==> config.mk <==
export PLATFORM = sky130hd
export DESIGN_NAME = cache_ctrl_2way_wb_flat
export DESIGN_NICKNAME = d
export VERILOG_FILES = /design/src/rtl/cache_ctrl_2way_wb_if.sv /design/src/rtl/cache_ctrl_2way_wb.sv /design/src/flat_wrapper.sv
export SDC_FILE = /design/constraint.sdc
export NUM_CORES = 1
export LEC_CHECK = 0
export CAP_MARGIN = 5
export CORE_MARGIN = 2
export CORE_UTILIZATION = 35
export CTS_CLUSTER_SIZE = 24
export DETAILED_ROUTE_END_ITERATION = 8
export PLACE_DENSITY = 0.75
export SYNTH_ARGS = -nofsm -noshare
export SYNTH_HDL_FRONTEND = slang
export SYNTH_SLANG_ARGS = --single-unit
==> constraint.sdc <==
create_clock -name clk_i -period 3.35 [get_ports clk_i]
set_input_delay 0.67 -clock clk_i [delete_from_list [all_inputs] [get_ports clk_i]]
set_output_delay 0.67 -clock clk_i [all_outputs]
set_load 0.05 [all_outputs]
==> src/rtl/cache_ctrl_2way_wb_if.sv <==
`default_nettype none
// ============================================================================
// Module      : cache_ctrl_2way_wb_if
// Description : Bus bundle for the 2-way write-back cache controller. Carries
//               the CPU request port, the external data-array port and the
//               word-wide main-memory handshake.
//               slave  : controller view (cache_ctrl_2way_wb)
//               master : environment view (CPU, data RAM, memory)
// Revision    : 1.0 - initial release
// ============================================================================
interface cache_ctrl_2way_wb_if #(
    parameter int ADDR_W = 10,
    parameter int DATA_W = 32,
    parameter int IDX_W  = 2,
    parameter int OFF_W  = 2
);
    // CPU side
    logic              cpu_req;
    logic              cpu_we;
    logic [ADDR_W-1:0] cpu_addr;
    logic [DATA_W-1:0] cpu_wdata;
    logic [DATA_W-1:0] cpu_rdata;
    logic              cpu_ready;
    logic              cpu_hit;
    // External data array
    logic              da_way;
    logic [IDX_W-1:0]  da_index;
    logic [OFF_W-1:0]  da_word;
    logic              da_we;
    logic [DATA_W-1:0] da_wdata;
    logic [DATA_W-1:0] da_rdata;
    // Main memory, one word per request/ack
    logic              mem_req;
    logic              mem_we;
    logic [ADDR_W-1:0] mem_addr;
    logic [DATA_W-1:0] mem_wdata;
    logic [DATA_W-1:0] mem_rdata;
    logic              mem_ack;

    modport slave (
        input  cpu_req, cpu_we, cpu_addr, cpu_wdata, da_rdata, mem_rdata, mem_ack,
        output cpu_rdata, cpu_ready, cpu_hit,
        output da_way, da_index, da_word, da_we, da_wdata,
        output mem_req, mem_we, mem_addr, mem_wdata
    );

    modport master (
        output cpu_req, cpu_we, cpu_addr, cpu_wdata, da_rdata, mem_rdata, mem_ack,
        input  cpu_rdata, cpu_ready, cpu_hit,
        input  da_way, da_index, da_word, da_we, da_wdata,
        input  mem_req, mem_we, mem_addr, mem_wdata
    );
endinterface
`default_nettype wire

==> src/rtl/cache_ctrl_2way_wb.sv <==
`default_nettype none
// ============================================================================
// Module      : cache_ctrl_2way_wb
// Description : Sequencing controller for a 2-way set-associative write-back
//               cache. Holds tag/valid/dirty/LRU state, runs the hit/miss
//               FSM, drives an external data array and moves whole blocks
//               to/from main memory one word per request/ack.
// Ports       : clk_i   - rising-edge clock
//               rst_ni  - synchronous active-low reset
//               bus     - slave view of cache_ctrl_2way_wb_if (CPU request
//                         port, data-array port, memory handshake)
// Revision    : 1.0 - initial release
// ============================================================================
module cache_ctrl_2way_wb #(
    parameter int ADDR_W      = 10,
    parameter int DATA_W      = 32,
    parameter int SETS        = 4,
    parameter int BLOCK_WORDS = 4
) (
    input  logic                 clk_i,
    input  logic                 rst_ni,
    cache_ctrl_2way_wb_if.slave  bus
);
    localparam int IDX_W = $clog2(SETS);
    localparam int OFF_W = $clog2(BLOCK_WORDS);
    localparam int TAG_W = ADDR_W - IDX_W - OFF_W - 2;

    localparam logic [1:0] S_IDLE      = 2'd0;
    localparam logic [1:0] S_WRITEBACK = 2'd1;
    localparam logic [1:0] S_REFILL    = 2'd2;
    localparam logic [1:0] S_RESPOND   = 2'd3;

    localparam logic [OFF_W-1:0] LAST_WORD = OFF_W'(BLOCK_WORDS - 1);

    // Cache bookkeeping; valid/dirty are indexed [set][way]
    logic [TAG_W-1:0] tag_q   [2][SETS];
    logic [1:0]       valid_q [SETS];
    logic [1:0]       dirty_q [SETS];
    logic [SETS-1:0]  lru_q;            // way to evict next in each set

    logic [1:0]        state_q, state_d;
    logic [OFF_W-1:0]  cnt_q, cnt_d;
    logic              miss_q, miss_d;
    logic              victim_q, victim_d;
    logic [DATA_W-1:0] rdata_q, rdata_d;

    // Address fields (request is held stable until completion)
    logic [IDX_W-1:0] w_idx;
    logic [OFF_W-1:0] w_off;
    logic [TAG_W-1:0] w_tag;
    logic             w_unused;

    assign w_idx    = bus.cpu_addr[OFF_W+2 +: IDX_W];
    assign w_off    = bus.cpu_addr[2 +: OFF_W];
    assign w_tag    = bus.cpu_addr[ADDR_W-1 -: TAG_W];
    assign w_unused = &{1'b0, bus.cpu_addr[1:0]};

    // Lookup
    logic       w_hit0, w_hit1, w_hit, w_hit_way;
    logic [1:0] w_set_valid;
    logic       w_victim, w_victim_dirty;

    assign w_set_valid = valid_q[w_idx];
    assign w_hit0      = w_set_valid[0] && (tag_q[0][w_idx] == w_tag);
    assign w_hit1      = w_set_valid[1] && (tag_q[1][w_idx] == w_tag);
    assign w_hit       = w_hit0 || w_hit1;
    assign w_hit_way   = w_hit1;

    // Fill an invalid way first (way0 preferred); otherwise evict the LRU way
    assign w_victim       = !w_set_valid[0] ? 1'b0 :
                            (!w_set_valid[1] ? 1'b1 : lru_q[w_idx]);
    assign w_victim_dirty = w_set_valid[w_victim] && dirty_q[w_idx][w_victim];

    logic w_lookup_hit;   // IDLE lookup with a request that hits
    logic w_fill_done;    // last refill word acknowledged

    always_comb begin
        state_d      = state_q;
        cnt_d        = cnt_q;
        miss_d       = miss_q;
        victim_d     = victim_q;
        rdata_d      = rdata_q;
        w_lookup_hit = 1'b0;
        w_fill_done  = 1'b0;
        case (state_q)
            S_IDLE: begin
                if (bus.cpu_req) begin
                    if (w_hit) begin
                        w_lookup_hit = 1'b1;
                        if (!bus.cpu_we) begin
                            rdata_d = bus.da_rdata;
                        end
                        state_d = S_RESPOND;
                    end else begin
                        miss_d   = 1'b1;
                        victim_d = w_victim;
                        cnt_d    = '0;
                        state_d  = w_victim_dirty ? S_WRITEBACK : S_REFILL;
                    end
                end
            end
            S_WRITEBACK: begin
                if (bus.mem_ack) begin
                    cnt_d = cnt_q + OFF_W'(1);
                    if (cnt_q == LAST_WORD) begin
                        cnt_d   = '0;
                        state_d = S_REFILL;
                    end
                end
            end
            S_REFILL: begin
                if (bus.mem_ack) begin
                    cnt_d = cnt_q + OFF_W'(1);
                    if (cnt_q == LAST_WORD) begin
                        cnt_d       = '0;
                        w_fill_done = 1'b1;
                        // Re-lookup in IDLE now hits and completes the access
                        state_d     = S_IDLE;
                    end
                end
            end
            S_RESPOND: begin
                miss_d  = 1'b0;
                state_d = S_IDLE;
            end
            default: state_d = S_IDLE;
        endcase
    end

    always_ff @(posedge clk_i) begin
        if (!rst_ni) begin
            state_q  <= S_IDLE;
            cnt_q    <= '0;
            miss_q   <= 1'b0;
            victim_q <= 1'b0;
            rdata_q  <= '0;
            lru_q    <= '0;
            for (int s = 0; s < SETS; s++) begin
                valid_q[s] <= 2'b00;
                dirty_q[s] <= 2'b00;
            end
        end else begin
            state_q  <= state_d;
            cnt_q    <= cnt_d;
            miss_q   <= miss_d;
            victim_q <= victim_d;
            rdata_q  <= rdata_d;
            if (w_lookup_hit) begin
                lru_q[w_idx] <= ~w_hit_way;
                if (bus.cpu_we) begin
                    dirty_q[w_idx][w_hit_way] <= 1'b1;
                end
            end
            if (w_fill_done) begin
                valid_q[w_idx][victim_q] <= 1'b1;
                dirty_q[w_idx][victim_q] <= 1'b0;
            end
        end
    end

    // Tags need no reset: they are only trusted behind a valid bit
    always_ff @(posedge clk_i) begin
        if (w_fill_done) begin
            tag_q[victim_q][w_idx] <= w_tag;
        end
    end

    logic             w_in_xfer;
    logic [TAG_W-1:0] w_mem_tag;

    assign w_in_xfer = (state_q == S_WRITEBACK) || (state_q == S_REFILL);
    assign w_mem_tag = (state_q == S_WRITEBACK) ? tag_q[victim_q][w_idx] : w_tag;

    assign bus.cpu_ready = (state_q == S_RESPOND);
    assign bus.cpu_hit   = (state_q == S_RESPOND) && !miss_q;
    assign bus.cpu_rdata = rdata_q;

    assign bus.da_way    = (state_q == S_IDLE) ? w_hit_way : victim_q;
    assign bus.da_index  = w_idx;
    assign bus.da_word   = w_in_xfer ? cnt_q : w_off;
    assign bus.da_we     = (w_lookup_hit && bus.cpu_we) ||
                           ((state_q == S_REFILL) && bus.mem_ack);
    assign bus.da_wdata  = (state_q == S_REFILL) ? bus.mem_rdata : bus.cpu_wdata;

    assign bus.mem_req   = w_in_xfer;
    assign bus.mem_we    = (state_q == S_WRITEBACK);
    assign bus.mem_addr  = {w_mem_tag, w_idx, cnt_q, 2'b00};
    assign bus.mem_wdata = bus.da_rdata;

endmodule
`default_nettype wire

==> src/flat_wrapper.sv <==
// flat-port wrapper written by rule: the top's interface ports become plain ports
module cache_ctrl_2way_wb_flat 
#(
    parameter int ADDR_W      = 10,
    parameter int DATA_W      = 32,
    parameter int SETS        = 4,
    parameter int BLOCK_WORDS = 4
)
  (clk_i, rst_ni, bus_cpu_req, bus_cpu_we, bus_cpu_addr, bus_cpu_wdata, bus_da_rdata, bus_mem_rdata, bus_mem_ack, bus_cpu_rdata, bus_cpu_ready, bus_cpu_hit, bus_da_way, bus_da_index, bus_da_word, bus_da_we, bus_da_wdata, bus_mem_req, bus_mem_we, bus_mem_addr, bus_mem_wdata);
  cache_ctrl_2way_wb_if #(.ADDR_W(ADDR_W), .DATA_W(DATA_W), .IDX_W(2), .OFF_W(2)) bus_i ();
  input  logic clk_i;
  input  logic rst_ni;
  input wire logic [$bits(bus_i.cpu_req)-1:0] bus_cpu_req;
  input wire logic [$bits(bus_i.cpu_we)-1:0] bus_cpu_we;
  input wire logic [$bits(bus_i.cpu_addr)-1:0] bus_cpu_addr;
  input wire logic [$bits(bus_i.cpu_wdata)-1:0] bus_cpu_wdata;
  input wire logic [$bits(bus_i.da_rdata)-1:0] bus_da_rdata;
  input wire logic [$bits(bus_i.mem_rdata)-1:0] bus_mem_rdata;
  input wire logic [$bits(bus_i.mem_ack)-1:0] bus_mem_ack;
  output wire logic [$bits(bus_i.cpu_rdata)-1:0] bus_cpu_rdata;
  output wire logic [$bits(bus_i.cpu_ready)-1:0] bus_cpu_ready;
  output wire logic [$bits(bus_i.cpu_hit)-1:0] bus_cpu_hit;
  output wire logic [$bits(bus_i.da_way)-1:0] bus_da_way;
  output wire logic [$bits(bus_i.da_index)-1:0] bus_da_index;
  output wire logic [$bits(bus_i.da_word)-1:0] bus_da_word;
  output wire logic [$bits(bus_i.da_we)-1:0] bus_da_we;
  output wire logic [$bits(bus_i.da_wdata)-1:0] bus_da_wdata;
  output wire logic [$bits(bus_i.mem_req)-1:0] bus_mem_req;
  output wire logic [$bits(bus_i.mem_we)-1:0] bus_mem_we;
  output wire logic [$bits(bus_i.mem_addr)-1:0] bus_mem_addr;
  output wire logic [$bits(bus_i.mem_wdata)-1:0] bus_mem_wdata;
  assign bus_i.cpu_req = bus_cpu_req;
  assign bus_i.cpu_we = bus_cpu_we;
  assign bus_i.cpu_addr = bus_cpu_addr;
  assign bus_i.cpu_wdata = bus_cpu_wdata;
  assign bus_i.da_rdata = bus_da_rdata;
  assign bus_i.mem_rdata = bus_mem_rdata;
  assign bus_i.mem_ack = bus_mem_ack;
  assign bus_cpu_rdata = bus_i.cpu_rdata;
  assign bus_cpu_ready = bus_i.cpu_ready;
  assign bus_cpu_hit = bus_i.cpu_hit;
  assign bus_da_way = bus_i.da_way;
  assign bus_da_index = bus_i.da_index;
  assign bus_da_word = bus_i.da_word;
  assign bus_da_we = bus_i.da_we;
  assign bus_da_wdata = bus_i.da_wdata;
  assign bus_mem_req = bus_i.mem_req;
  assign bus_mem_we = bus_i.mem_we;
  assign bus_mem_addr = bus_i.mem_addr;
  assign bus_mem_wdata = bus_i.mem_wdata;
  cache_ctrl_2way_wb #(.ADDR_W(ADDR_W), .DATA_W(DATA_W), .SETS(SETS), .BLOCK_WORDS(BLOCK_WORDS)) u_core (.clk_i(clk_i), .rst_ni(rst_ni), .bus(bus_i));
endmodule
==> results_dict.tcl, run 1 <==
set metrics [dict create \
    status "finished, final reports clean" \
    r2r_cells 8 \
    slew_headroom_pct 60.3 \
    synth_common_cells "76 x nand2_1, 48 x edfxtp_1, 43 x dfxtp_1" \
    ys_warn_count 0 \
    viasPerCell 5.02 \
    r2r-end "u_core.bus.cpu_rdata[9]" \
    hold_buffers 0 \
    synth-seq-cells 91 \
    ios 227 \
    start_kind "input pin" \
    worstSkewPairLatency_ps 350 \
    cts-root-buf "clkbuf_16" \
    p_leak_nw 2.93 \
    grt_overflow_total 0 \
    chipWidth_um 124 \
    ys_seq_area_share_pct 46.0 \
    diodes 0 \
    drt_iter0_markers 223 \
    die_area_sq_um 15300 \
    required_ps 2680 \
    path_max_fanout 6 \
    wire_per_inst_um 18.2 \
    maxCapViolations 0 \
    switchingPower_mw 1.17 \
    grtUsageTotal_pct 19.5 \
    synth_edf_count 48 \
    min_period_ps 3290 \
    antenna_found_initial 1 \
    nNetsFinal 767 \
    critical_path_class "in2out" \
    pwr_density_cell_nw_per_um2 444 \
    total_power_mw 3.54 \
    fin_skew_ps 9.85 \
    drc 0 \
    grt_pass1_vias 4212 \
    peakVddDrop_mv 0.297 \
    hpwl_um 11500 \
    setup_viol 0 \
    drive_gt1_share_pct 21.8 \
    cts.clk_slew.worst_paths_ps 70 \
    synth_area_leaders "edfxtp_1 29%, dfxtp_1 17%, mux2_2 8.1%" \
    fmax_ghz 0.304 \
    clock_path_buffers 2 \
    grt_setup_unrepaired "false" \
    drt-pass1-iter-count 4 \
    grt_max_degree 65 \
    worst_pin_slew_ps 596 \
    grt_pass1_wl_um 22500 \
    vias 4193 \
    cts_tree "done" \
    core-area_sq_um 13900 \
    r2r_start "u_core.tag_q[0][2]" \
    finalHoldViolCount 0 \
    hold_path_class "reg2reg" \
    cp-startpoint "bus_cpu_addr[5]" \
    combPwrFrac_pct 36.3 \
    arrival_ps 2620 \
    synthesis.area_sq_um 5010 \
    synth.most_common_cell "nand2_1" \
    netlist.area_leader.share_pct 28.8 \
    period_share_pct 98.2 \
    rows 43 \
    synth_ff_type "edfxtp_1" \
    swShare_pct 33.0 \
    cts-htree-levels 3 \
    avgSynthCellArea_sq_um 10.9 \
    maxSlewViolCount 0 \
    place_congestion 0.846 \
    ys_async_sr_fraction_pct 0 \
    portBuffers 222 \
    synth_cell_types 52 \
    ant_nets 0 \
    yosysTopAreaCell "edfxtp_1" \
    initial_core_util_pct 35.9 \
    end_kind "primary output" \
    fin_util_pct 57.2 \
    cts_sinks 91 \
    wl_um 15200 \
    rrSetupSlack_ps 710 \
    seq_power_share_pct 33.9 \
    hold_start "u_core.bus.cpu_rdata[4]" \
    numCtsBuffers 9 \
    area_growth_pct 59.2 \
    syn_inst 459 \
    p_int_mw 2.37 \
    power_frac_clock_pct 29.8 \
    die-height_um 124 \
    hold_depth 2 \
    worstHoldEndpoint "u_core.bus.cpu_rdata[4]" \
]
## kinds of logic after synthesis
logic type               synth area share (%)
XOR/XNOR                                 1.55
other                                  0.0749
multiplexers                             21.7
buffers and inverters                    9.97
flip-flops                               46.0
AO/OA/AOI/OAI                            7.57
adder cells (fa/ha/maj)                  1.25
AND/OR/NAND/NOR                          11.9
## registers in the layout, summed over array words and instances, names as in the netlist, named ones only
name                  count
u_core.valid_q            8
u_core.dirty_q            8
u_core.lru_q              4
u_core.state_q            2
u_core.bus.cpu_rdata     32
u_core.miss_q             1
u_core.victim_q           1
u_core.tag_q             32
u_core.cnt_q              2
## per-layer routing
layer,GRT usage [%],wire length (um)
met5,0,0
met4,3.41,87
met3,6.68,1050
met2,30.6,7390
met1,26.6,6680
## worst max-delay path by stage
| stage | endpoint | slack [ps] | depth (start not counted) |
|---|---|---|---|
| 5_1_grt | bus_da_we | 2 | 9 |
| 2_1_floorplan | bus_da_we | 60 | 8 |
| 3_5_place_dp | bus_da_we | -400 | 10 |
| 6_report | bus_da_we | 60 | 9 |
| 4_1_cts | bus_da_we | 10 | 9 |
| 3_3_place_gp | bus_da_we | -430 | 10 |
## area by class of cell
class	count	area, sq um
Sequential cell	91	2300
Inverter	6	22.5
Multi-Input combinational cell	290	2240
Timing Repair Buffer	253	2880
Fill cell	1114	5960
Clock inverter	7	82.6
Clock buffer	9	225
Tap cell	180	225
## layout by cell type (no fill, tap or decap), drive strengths merged, types with 2 or more instances in the layout
| master | instances |
|---|---|
| a21oi | 9 |
| xnor2 | 8 |
| dfxtp | 43 |
| nor4 | 2 |
| nand2b | 6 |
| o21ai | 18 |
| edfxtp | 48 |
| o211ai | 3 |
| o311a | 2 |
| nor4b | 2 |
| nand4 | 4 |
| clkdlybuf4s50 | 177 |
| clkinvlp | 2 |
| nand3 | 5 |
| o31a | 2 |
| mux2i | 38 |
| ha | 5 |
| a21boi | 4 |
| mux2 | 36 |
| o41ai | 2 |
| nor2 | 23 |
| inv | 9 |
| clkbuf | 9 |
| o2111ai | 2 |
| buf | 74 |
| mux4 | 12 |
| conb | 2 |
| nand4b | 2 |
| o21a | 4 |
| nand2 | 76 |
| nor3b | 3 |
| or2 | 2 |
| o311ai | 2 |
| a31oi | 3 |
| nor3 | 3 |
## power groups by stage
stage / clock network [mW] / logic (mW) / registers, mW
after floorplan: 0 / 0.689 / 1.23
after global placement: 0 / 1.25 / 1.22
after detailed placement: 0 / 1.26 / 1.22
after CTS: 1.07 / 1.28 / 1.20
after global routing: 1.11 / 1.33 / 1.20
final: 1.05 / 1.29 / 1.20
## worst max-delay path: stages
cell,delay [ps]
dlygate4sd2_1,280
buf_12,150
mux4_2,350
xnor2_2,190
nand2_2,80
or3_4,410
a21oi_4,200
a22o_4,160
buf_12,130
## through the flow
stage | worst slack, ps | area [sq um] | hold WS (ps) | setup TNS [ps] | cells
final | 59.7 | 7970 | 457 | 0 | 836
after global routing | 1.99 | 7970 | 477 | 0 | 836
after CTS | 13.5 | 7930 | 460 | 0 | 832
after detailed placement | -402 | 7560 | 448 | -7050 | 813
after global placement | -433 | 7560 | 441 | -5160 | 813
after floorplan | 55.1 | 5020 | 446 | 0 | 460
## repair_timing
item	in CTS	in global routing
setup buffers	3	4
endpoints found under the setup margin	2	1
pin swaps	1	5
gates cloned	1	0
gates resized for setup	12	5
Power figures use the tool's default switching activity.
==> inputs of run 2 (changes only) <==
--- a/config.mk
+++ b/config.mk
@@ -5,7 +5,7 @@
 export SDC_FILE = /design/constraint.sdc
 export NUM_CORES = 1
 export LEC_CHECK = 0
-export CAP_MARGIN = 5
+export CAP_MARGIN = 20
 export CORE_MARGIN = 2
 export CORE_UTILIZATION = 35
 export CTS_CLUSTER_SIZE = 24
==> results of run 2 <==
Final layout, timing and power as in run 1 (identical DEF).
